<file path="src/rtl/fsm_seq_driver.sv">
// rtl/fsm_seq_driver.sv - serial stimulus driver for a sequence detector under test
//
// Purpose: on start, resets the attached detector for one cycle, shifts out up to
// 8 captured pattern bits MSB first, counts the detector's det_y hits, then
// pulses done.
//
// Ports:
//   clk        - clock, rising edge
//   rst        - asynchronous active-high reset
//   start      - run request, sampled only in IDLE
//   pattern    - stimulus bits, MSB sent first
//   len        - number of bits to send (values above 8 treated as 8)
//   det_y      - detector output, combinational in det_in
//   det_in     - serial bit to the detector
//   det_rst_n  - active-low reset to the detector
//   busy       - high outside IDLE
//   done       - one-cycle completion pulse
//   hit_count  - det_y=1 samples counted in the last run
//   state_num  - IDLE=0, CLR=1, SHIFT=2, DONE=3
module fsm_seq_driver (
   input  logic       clk,
   input  logic       rst,
   input  logic       start,
   input  logic [7:0] pattern,
   input  logic [3:0] len,
   input  logic       det_y,
   output logic       det_in,
   output logic       det_rst_n,
   output logic       busy,
   output logic       done,
   output logic [3:0] hit_count,
   output logic [1:0] state_num
);

   localparam logic [1:0] S_IDLE  = 2'd0;
   localparam logic [1:0] S_CLR   = 2'd1;
   localparam logic [1:0] S_SHIFT = 2'd2;
   localparam logic [1:0] S_DONE  = 2'd3;

   logic [1:0] state;
   logic [2:0] idx;
   logic [7:0] pat_q;
   logic [3:0] len_q;
   // Goes high on the first edge after reset so det_rst_n is held low during
   // reset yet released without needing a state transition.
   logic       alive;
   logic [2:0] bit_sel;
   logic       last_bit;

   assign bit_sel  = 3'd7 - idx;
   assign last_bit = ({1'b0, idx} == (len_q - 4'd1));

   always_ff @(posedge clk or posedge rst) begin
      if (rst) begin
         state     <= S_IDLE;
         idx       <= 3'd0;
         pat_q     <= 8'd0;
         len_q     <= 4'd0;
         hit_count <= 4'd0;
         alive     <= 1'b0;
      end else begin
         alive <= 1'b1;
         case (state)
            S_IDLE: begin
               if (start) begin
                  pat_q     <= pattern;
                  len_q     <= (len > 4'd8) ? 4'd8 : len;
                  hit_count <= 4'd0;
                  idx       <= 3'd0;
                  state     <= S_CLR;
               end
            end
            S_CLR: begin
               idx   <= 3'd0;
               state <= (len_q != 4'd0) ? S_SHIFT : S_DONE;
            end
            S_SHIFT: begin
               if (det_y) begin
                  hit_count <= hit_count + 4'd1;
               end
               idx <= idx + 3'd1;
               if (last_bit) begin
                  state <= S_DONE;
               end
            end
            default: begin
               state <= S_IDLE;
            end
         endcase
      end
   end

   assign det_in    = (state == S_SHIFT) ? pat_q[bit_sel] : 1'b0;
   assign det_rst_n = alive && (state != S_CLR);
   assign busy      = (state != S_IDLE);
   assign done      = (state == S_DONE);
   assign state_num = state;

endmodule

</file>
<file path="config.mk">
export PLATFORM = sky130hd
export DESIGN_NAME = fsm_seq_driver
export DESIGN_NICKNAME = d
export VERILOG_FILES = /design/src/rtl/fsm_seq_driver.sv
export SDC_FILE = /design/constraint.sdc
export NUM_CORES = 1
export LEC_CHECK = 0
export CAP_MARGIN = 20
export CORE_ASPECT_RATIO = 0.75
export CORE_MARGIN = 1.5
export CORE_UTILIZATION = 54
export DETAILED_ROUTE_END_ITERATION = 6
export PLACE_DENSITY = 0.84
export SLEW_MARGIN = 0
export SYNTH_ARGS = -nofsm -noshare
export SYNTH_HDL_FRONTEND = slang
export SYNTH_SLANG_ARGS = --single-unit
</file>
<file path="constraint.sdc">
create_clock -name clk -period 3.3 [get_ports clk]
set_input_delay 0.33 -clock clk [delete_from_list [all_inputs] [get_ports clk]]
set_output_delay 0.33 -clock clk [all_outputs]
set_load 0.005 [all_outputs]
</file>
Yosys cells after proc, flatten, opt, wreduce, memory -nomap -nowiden --
Cells that the tools add are included.
Storage, ports and cells: word-level logic and storage cells 43, output and inout bits 10, input port bits 16, bits in registers 22
Operators by class: add/subtract/negate cells 4, order comparisons 2, equality and inequality tests 8, multiplexer cells 13, reductions and logical operators 10
Operators by type and width (number):
- 2-to-1 mux 4 bit | 3
- one-hot mux 3 bit (3 select lines) | 1
- one-hot mux 4 bit (2 select lines) | 1
- inequality test 2 bit, second input constant | 3
- one-hot mux 2 bit (3 select lines) | 1
- AND reduction 2 bit | 3
- adder 4 x 1 -> 4 bit, second input constant | 1
- equality test 2 bit, second input constant | 2
- equality test 3 x 4 -> 1 bit | 1
- greater-than comparator 4 bit, second input constant | 1
- less-than comparator 3 x 4 -> 1 bit, second input constant | 1
- 2-to-1 mux 2 bit | 2
- nonzero test 2 bit | 2
- nonzero test 4 bit | 1
- subtractor 4 x 1 -> 4 bit, second input constant | 1
- adder 3 x 1 -> 3 bit, second input constant | 1
- binary-select mux 1 bit (select 3 bit) | 1
- 2-to-1 mux 1 bit | 3
- 2-to-1 mux 3 bit | 1
- AND reduction 3 bit | 1
- nonzero test 3 bit | 1
- subtractor 3 bit, first input constant | 1
- equality test 2 x 1 -> 1 bit, second input constant | 1
- zero test 2 bit | 1
- 2 further kinds | 2

Depth between registers and ports, before layout --
Gate-level depths: netlist of run 1.
depth in word-level cells 4, mapped depth 6, gate-level depth less buffers 6

Least setup slack after synthesis of run 1 --
No wires, ideal clock.
path type register to register, start register state[0] (netlist: state_num[0]), end register len_q[3], setup time 0.125 ns, path slack 1.733 ns, data arrival time 1.442 ns, clock period less this slack 1.567 ns, buffers on the path 1, required time 3.175 ns, cell stages (with the launch flop) 6, path through dfrtp_1 -> inv_1 -> ha_1 -> nand2_1 -> buf_2 -> mux2_2
On the way: longest elaborated chain between the ends 2
RTL lines:
- from (decl) | line 40 | logic [1:0] state;
- from (signal assigned) | line 75 | state <= (len_q != 4'd0) ? S_SHIFT : S_DONE;
- zero test 2 bit | line 63 | case (state)
- AND reduction 2 bit (no line)
- to (signal assigned) | line 67 | len_q <= (len > 4'd8) ? 4'd8 : len;
- to (decl) | line 43 | logic [3:0] len_q;
Every way passes these cells. A chain may end at the register's enable or synchronous reset.

Final worst setup path of run 1 --
start register state[0] (netlist: state_num[0]), end output port det_in
On the way: longest elaborated chain between the ends 2
RTL lines:
- equality test 2 bit | line 93 | assign det_in = (state == S_SHIFT) ? pat_q[bit_sel] : 1'b0;
- 2-to-1 mux 1 bit | line 93
- to (decl) | line 27 | output logic det_in,
Every way passes these cells.

==> out/results.ini, run 1 <==
[clock_network]
cts_setup_buffers=0
cts_tree=built
clock_sink_count=22
holdBufCountCts=0
clock_path_buffers=2
cts_buffers=3
cts.repair.resized=0
htree_levels=1
clock_latency_ps=310
clk_pin_slew_worst_paths_ps=120
cts-root-buf=clkbuf_4

[place]
pre_cts_ws_ps=1202
gp_congestion=0.7817
dpl.hpwl_um=1828
port_buffers=25

[hold_path]
hp-class=primary input to asynchronous set/reset pin

[timing]
worst_pin_slew_ps=827.7
timing.fmax_ghz=0.4020
setup_viol=0
period_needed_ps=2488
drv_slew=0
fin_skew_ps=2.157
finalHoldViolCount=0
finalCritPeriodShare=0.7538
rsz0062_at_grt=no
setup_ws_ps=812.4
tns_ps=0
relSlewSlack=0.4476

[global_route]
grt_pass1_vias=990
grt_max_degree=23
use_met2=0.3865
grt_util_met3=0.07310
grt-busiest-layer=met2
grt-ovfl-total=0
antenna_found_initial=0
grt_usage=0.2225
grt_pass1_wl_um=4278
met1_usage=0.2674

[die]
die_y_um=44.67
rows=14
start_util=0.5946
core_area_mm2=0.002102
die_area_mm2=0.002615
die_w_um=58.56
ioPinCount=26

[power_and_ir_drop]
power_density_mw_per_mm2=400.3
ir_drop_mv=0.3054
total_power_mw=0.6301
leakagePower_nw=0.7635

[synth]
syn_inst=116
synth.distinct_cells=32
seq_area_frac_synth=0.4404
syn_area_per_cell_um2=10.78
synth_fp_nets=140
synth_seq_cells=22
ys_warn_count=0
syn-cell-area_mm2=0.001250

[run_status]
status=finished clean

[setup_path]
crit_start=state_num[0]
worstPathRequired_ps=2970
r2r_start=state_num[1]
cp.arrival_ps=2160
startpoint_type=flop
crit_type=flop to output pin
end_kind=output pin
worst-path-max-fanout=16

[detailed_routing]
via_per_inst=5.778
drt_iter0_markers=34
dr.pass1.iters=4
wl_per_cell_um=14.51
totalWireLength_um=2423
vias=965
ant_nets=0
drc=0

[final_layout]
n_fill_cell=151
fin_nets=168
syn_to_final_growth_pct=25.93
num_antenna_cells=0
drive_above_1_share=0.1189

[job]
drv_cap=0

critical path, stage by stage (launching register included):
cell,delay (ps)
dfrtp_1,460
inv_1,110
ha_1,500
nor2b_1,250
clkdlybuf4s50_1,530
per-layer routing:
layer  wire (um)  share of wire
met5           0              0
met4          53          0.022
met3         102          0.042
met2        1195           0.49
met1        1072           0.44
report_power, final:
part	total (mW)	switching [mW]	internal [mW]
logic	0.110	0.0360	0.0736
clock network	0.208	0.0850	0.123
registers	0.313	0.0237	0.289
total	0.630	0.145	0.485
synth_stat cells:
cell type | n | area share
nand4_1 | 1 | 0.0050
a22o_1 | 4 | 0.028
xnor3_1 | 1 | 0.018
a311oi_1 | 1 | 0.0070
and4_1 | 1 | 0.0070
a221oi_1 | 1 | 0.0070
nor2_1 | 3 | 0.0090
mux2_2 | 9 | 0.081
clkbuf_1 | 1 | 0.0030
conb_1 | 1 | 0.0030
o2bb2ai_1 | 1 | 0.0070
buf_2 | 1 | 0.0040
nand3_1 | 3 | 0.012
nor2b_1 | 2 | 0.010
and2_2 | 1 | 0.0060
and2b_1 | 1 | 0.0060
nor3_1 | 4 | 0.016
xor2_2 | 1 | 0.013
xor2_1 | 2 | 0.014
nand2_1 | 10 | 0.030
dfrtp_1 | 22 | 0.44
o21ai_0 | 13 | 0.052
ha_1 | 8 | 0.080
inv_1 | 8 | 0.024
or3_1 | 2 | 0.010
mux4_1 | 1 | 0.021
mux4_2 | 1 | 0.018
mux2i_1 | 1 | 0.0080
nand3_2 | 1 | 0.0080
a21o_1 | 1 | 0.0060
nand2b_1 | 8 | 0.040
nor3b_1 | 1 | 0.0060
final cells by class:
class,instances,area (um2),area share
Clock buffer,3,22.52,0.01431
Clock inverter,1,30.03,0.01908
Inverter,8,30.03,0.01908
Multi-Input combinational cell,84,660.6,0.4197
Sequential cell,22,550.5,0.3498
Tap cell,24,30.03,0.01908
Timing Repair Buffer,25,250.2,0.1590
cells in the final DEF (no fill, tap or decap), drive strengths merged:
cell	n
ha	8
xnor3	1
nor3	4
dfrtp	22
bufinv	1
xor2	3
nor2b	2
conb	1
clkdlybuf4s50	25
a21o	1
or3	2
o21ai	13
mux2	9
inv	8
nand2	10
and2	1
clkbuf	3
mux2i	1
and2b	1
nor2	3
nand3	4
and4	1
o2bb2ai	1
a221oi	1
mux4	2
a311oi	1
a22o	4
nand2b	8
nor3b	1
nand4	1
flip-flops by register name (all words and copies together) (netlist names):
| signal | flops |
|---|---|
| alive | 1 |
| len_q | 4 |
| idx | 3 |
| pat_q | 8 |
| hit_count | 4 |
| state_num | 2 |
path summary, 6_finish.rpt:
check | endpoint | slack (ps) | depth (start not counted)
worst max-delay path | det_in | 810 | 4
worst min-delay path | hit_count[1] | 460 | 2
worst max register to register | pat_q[5] | 1500 | 4
worst min register to register | pat_q[3] | 510 | 1
max in group asynchronous | pat_q[1] | 2330 | 2
min in group clk | pat_q[3] | 510 | 1
metrics by stage:
step	hold WS, ps	instance area (um2)	instances	util
floorplan	319.2	1250	116	-
global placement	482.9	1521	163	0.7238
detailed placement	487.8	1521	163	0.7238
CTS	487.4	1574	167	0.7488
global route	537.6	1574	167	0.7488
finish	462.9	1574	167	0.7488
kinds of logic after synthesis:
| group | synth area share |
|---|---|
| AND/OR/NAND/NOR | 0.1652 |
| flip-flops | 0.4404 |
| AO/OA/AOI/OAI | 0.1071 |
| multiplexers | 0.1281 |
| buffers and inverters | 0.03103 |
| adder cells (fa/ha/maj) | 0.08008 |
| XOR/XNOR | 0.04505 |
| other | 0.003000 |
No activity file was read; power rests on OpenSTA's default activity.
==> run 2, diff against run 1 <==
--- a/config.mk
+++ b/config.mk
@@ -8,9 +8,9 @@
 export CAP_MARGIN = 20
 export CORE_ASPECT_RATIO = 0.75
 export CORE_MARGIN = 1.5
-export CORE_UTILIZATION = 54
+export CORE_UTILIZATION = 50
 export DETAILED_ROUTE_END_ITERATION = 6
-export PLACE_DENSITY = 0.84
+export PLACE_DENSITY = 0.78
 export SLEW_MARGIN = 0
 export SYNTH_ARGS = -nofsm -noshare
 export SYNTH_HDL_FRONTEND = slang
==> constraint.sdc (replaced) <==
create_clock -name clk -period 2.5 [get_ports clk]
set_input_delay 0.25 -clock clk [delete_from_list [all_inputs] [get_ports clk]]
set_output_delay 0.25 -clock clk [all_outputs]
set_load 0.005 [all_outputs]
==> out/results.ini, run 2 (synthesized netlist as in run 1, its figures left out) <==
[run_status]
status=finished clean

[setup_path]
end_kind=output pin
worst-path-max-fanout=6  ; -10
startpoint_type=flop
crit_type=flop to output pin
r2r_slack_ps=710  ; -790 ps
worstPathRequired_ps=2250  ; -720 ps
cp.arrival_ps=2070  ; -90 ps

[final_layout]
largestRegisters=pat_q x8, hit_count x4, len_q x4
regMostFlops=pat_q
fin_cells=178  ; +6.6%
fin_nets=169  ; +0.60%
syn_to_final_growth_pct=26.23
post-route-util=0.6780  ; -0.07085
num_antenna_cells=0  ; unchanged
n_fill_cell=219  ; +45%
drive_above_1_share=0.1250  ; +0.006119
final_common_cell=clkdlybuf4s50_1
largest_reg_flops=8  ; unchanged
mostFrequentLayoutCells=25 x clkdlybuf4s50_1, 22 x dfrtp_1, 13 x o21ai_0
final_cell_area_mm2=0.001578  ; +0.24%

[timing]
relSlewSlack=0.4328  ; -0.01480
fin_skew_ps=7.750  ; +5.593 ps
tns_ps=0  ; unchanged
period_needed_ps=2321
whs_ps=398.6  ; -64.24 ps
worst_pin_slew_ps=849.9  ; +22.17 ps
finalCritPeriodShare=0.9285
drv_slew=0  ; unchanged
finalHoldViolCount=0  ; unchanged
rsz0062_at_grt=no
setup_ws_ps=178.7  ; -633.7 ps
timing.fmax_ghz=0.4308
setup_viol=0  ; unchanged

[die]
rows=15  ; +1
ioPinCount=26  ; unchanged
die_area_mm2=0.002812  ; +7.5%
die_w_um=60.74  ; +3.7%
core_area_mm2=0.002327  ; +11%
start_util=0.5371  ; -0.05755
die_y_um=46.30  ; +3.7%

[clock_network]
cts.repair.resized=0  ; unchanged
clk_pin_slew_worst_paths_ps=130  ; about the same
clock_sink_count=22  ; unchanged
htree_levels=1  ; unchanged
cts_buffers=3  ; unchanged
cts_setup_buffers=0  ; unchanged
cts-root-buf=clkbuf_4
holdBufCountCts=0  ; unchanged
cts_tree=built
clock_latency_ps=310  ; about the same
clock_path_buffers=2  ; unchanged

[place]
dpl.hpwl_um=1803  ; -1.4%
gp_congestion=0.7611  ; -2.6%
dpl-instance-area_mm2=0.001541  ; +1.3%
dp.cells=174  ; +6.7%
pre_cts_ws_ps=536.4  ; -665.5 ps
port_buffers=25  ; unchanged

[detailed_routing]
wl_met3_um=91  ; -11%
totalWireLength_um=2367  ; -2.3%
dr.pass1.iters=4  ; unchanged
drc=0  ; unchanged
wl_per_cell_um=13.30  ; -8.3%
vias=949  ; -1.7%
routed.top_layer=met4
ant_nets=0  ; unchanged
dr_wl_met2_um=1129  ; -5.5%
drt_iter0_markers=27  ; -21%
wirelength_met1_um=1131  ; +5.5%
via_per_inst=5.331  ; -7.7%

[power_and_ir_drop]
leakagePower_nw=0.7607  ; -0.37%
ir_drop_mv=0.3254  ; +6.5%
total_power_mw=0.7575  ; +20%
power_density_mw_per_mm2=480.1  ; +20%

[global_route]
grt_pass1_vias=896  ; -9.5%
grt_pass1_wl_um=3926  ; -8.2%
grt-ovfl-total=0  ; unchanged
grt_max_degree=23  ; unchanged
grt_usage=0.1940  ; -0.02853
antenna_found_initial=0  ; unchanged

[hold_path]
hp-class=primary input to asynchronous set/reset pin

[job]
drv_cap=0  ; unchanged

-- run 2: cell type report --
class / instances / area (um2) / area share
Tap cell: 34 / 42.54 / 0.02696
Multi-Input combinational cell: 84 / 660.6 / 0.4187
Inverter: 8 / 30.03 / 0.01903
Sequential cell: 22 / 550.5 / 0.3489
Timing Repair Buffer: 26 / 257.7 / 0.1634
Clock buffer: 4 / 36.28 / 0.02300
-- run 2: power by group --
| part | total, mW | internal, mW | leakage (nW) | switching (mW) |
|---|---|---|---|---|
| clock | 0.196 | 0.0888 | 0.0210 | 0.107 |
| combinational | 0.147 | 0.0977 | 0.452 | 0.0497 |
| sequential | 0.414 | 0.382 | 0.287 | 0.0323 |
| total | 0.757 | 0.568 | 0.761 | 0.189 |
-- run 2: final timing paths --
check                                  start           end  depth (start not counted)
worst max-delay path                  idx[0]        det_in                          4
worst min-delay path                     rst  hit_count[0]                          2
worst max register to register  state_num[1]      pat_q[6]                          4
worst min register to register      pat_q[2]      pat_q[2]                          1
max in group asynchronous                rst      len_q[0]                          2
min in group clk                      len[2]      len_q[2]                          3
-- run 2: critical path, cell delays in order (launching register included) --
cell             delay (ps)
dfrtp_1                 510
mux4_1                  580
mux2i_1                 160
nor2b_1                  80
clkdlybuf4s50_1         440
-- run 2: layer usage --
metal / up-vias / track usage
met5: - / 0
met4: 0 / 0.03913
met1: 465 / 0.2625
met3: 2 / 0.05056
met2: 21 / 0.3183
li1: 461 / -
==> run 3, diff against run 2 <==
--- a/config.mk
+++ b/config.mk
@@ -9,6 +9,7 @@
 export CORE_ASPECT_RATIO = 0.75
 export CORE_MARGIN = 1.5
 export CORE_UTILIZATION = 50
+export CTS_CLUSTER_SIZE = 28
 export DETAILED_ROUTE_END_ITERATION = 6
 export PLACE_DENSITY = 0.78
 export SLEW_MARGIN = 0
==> results of run 3 <==
Final layout, timing and power as in run 2 (identical DEF).
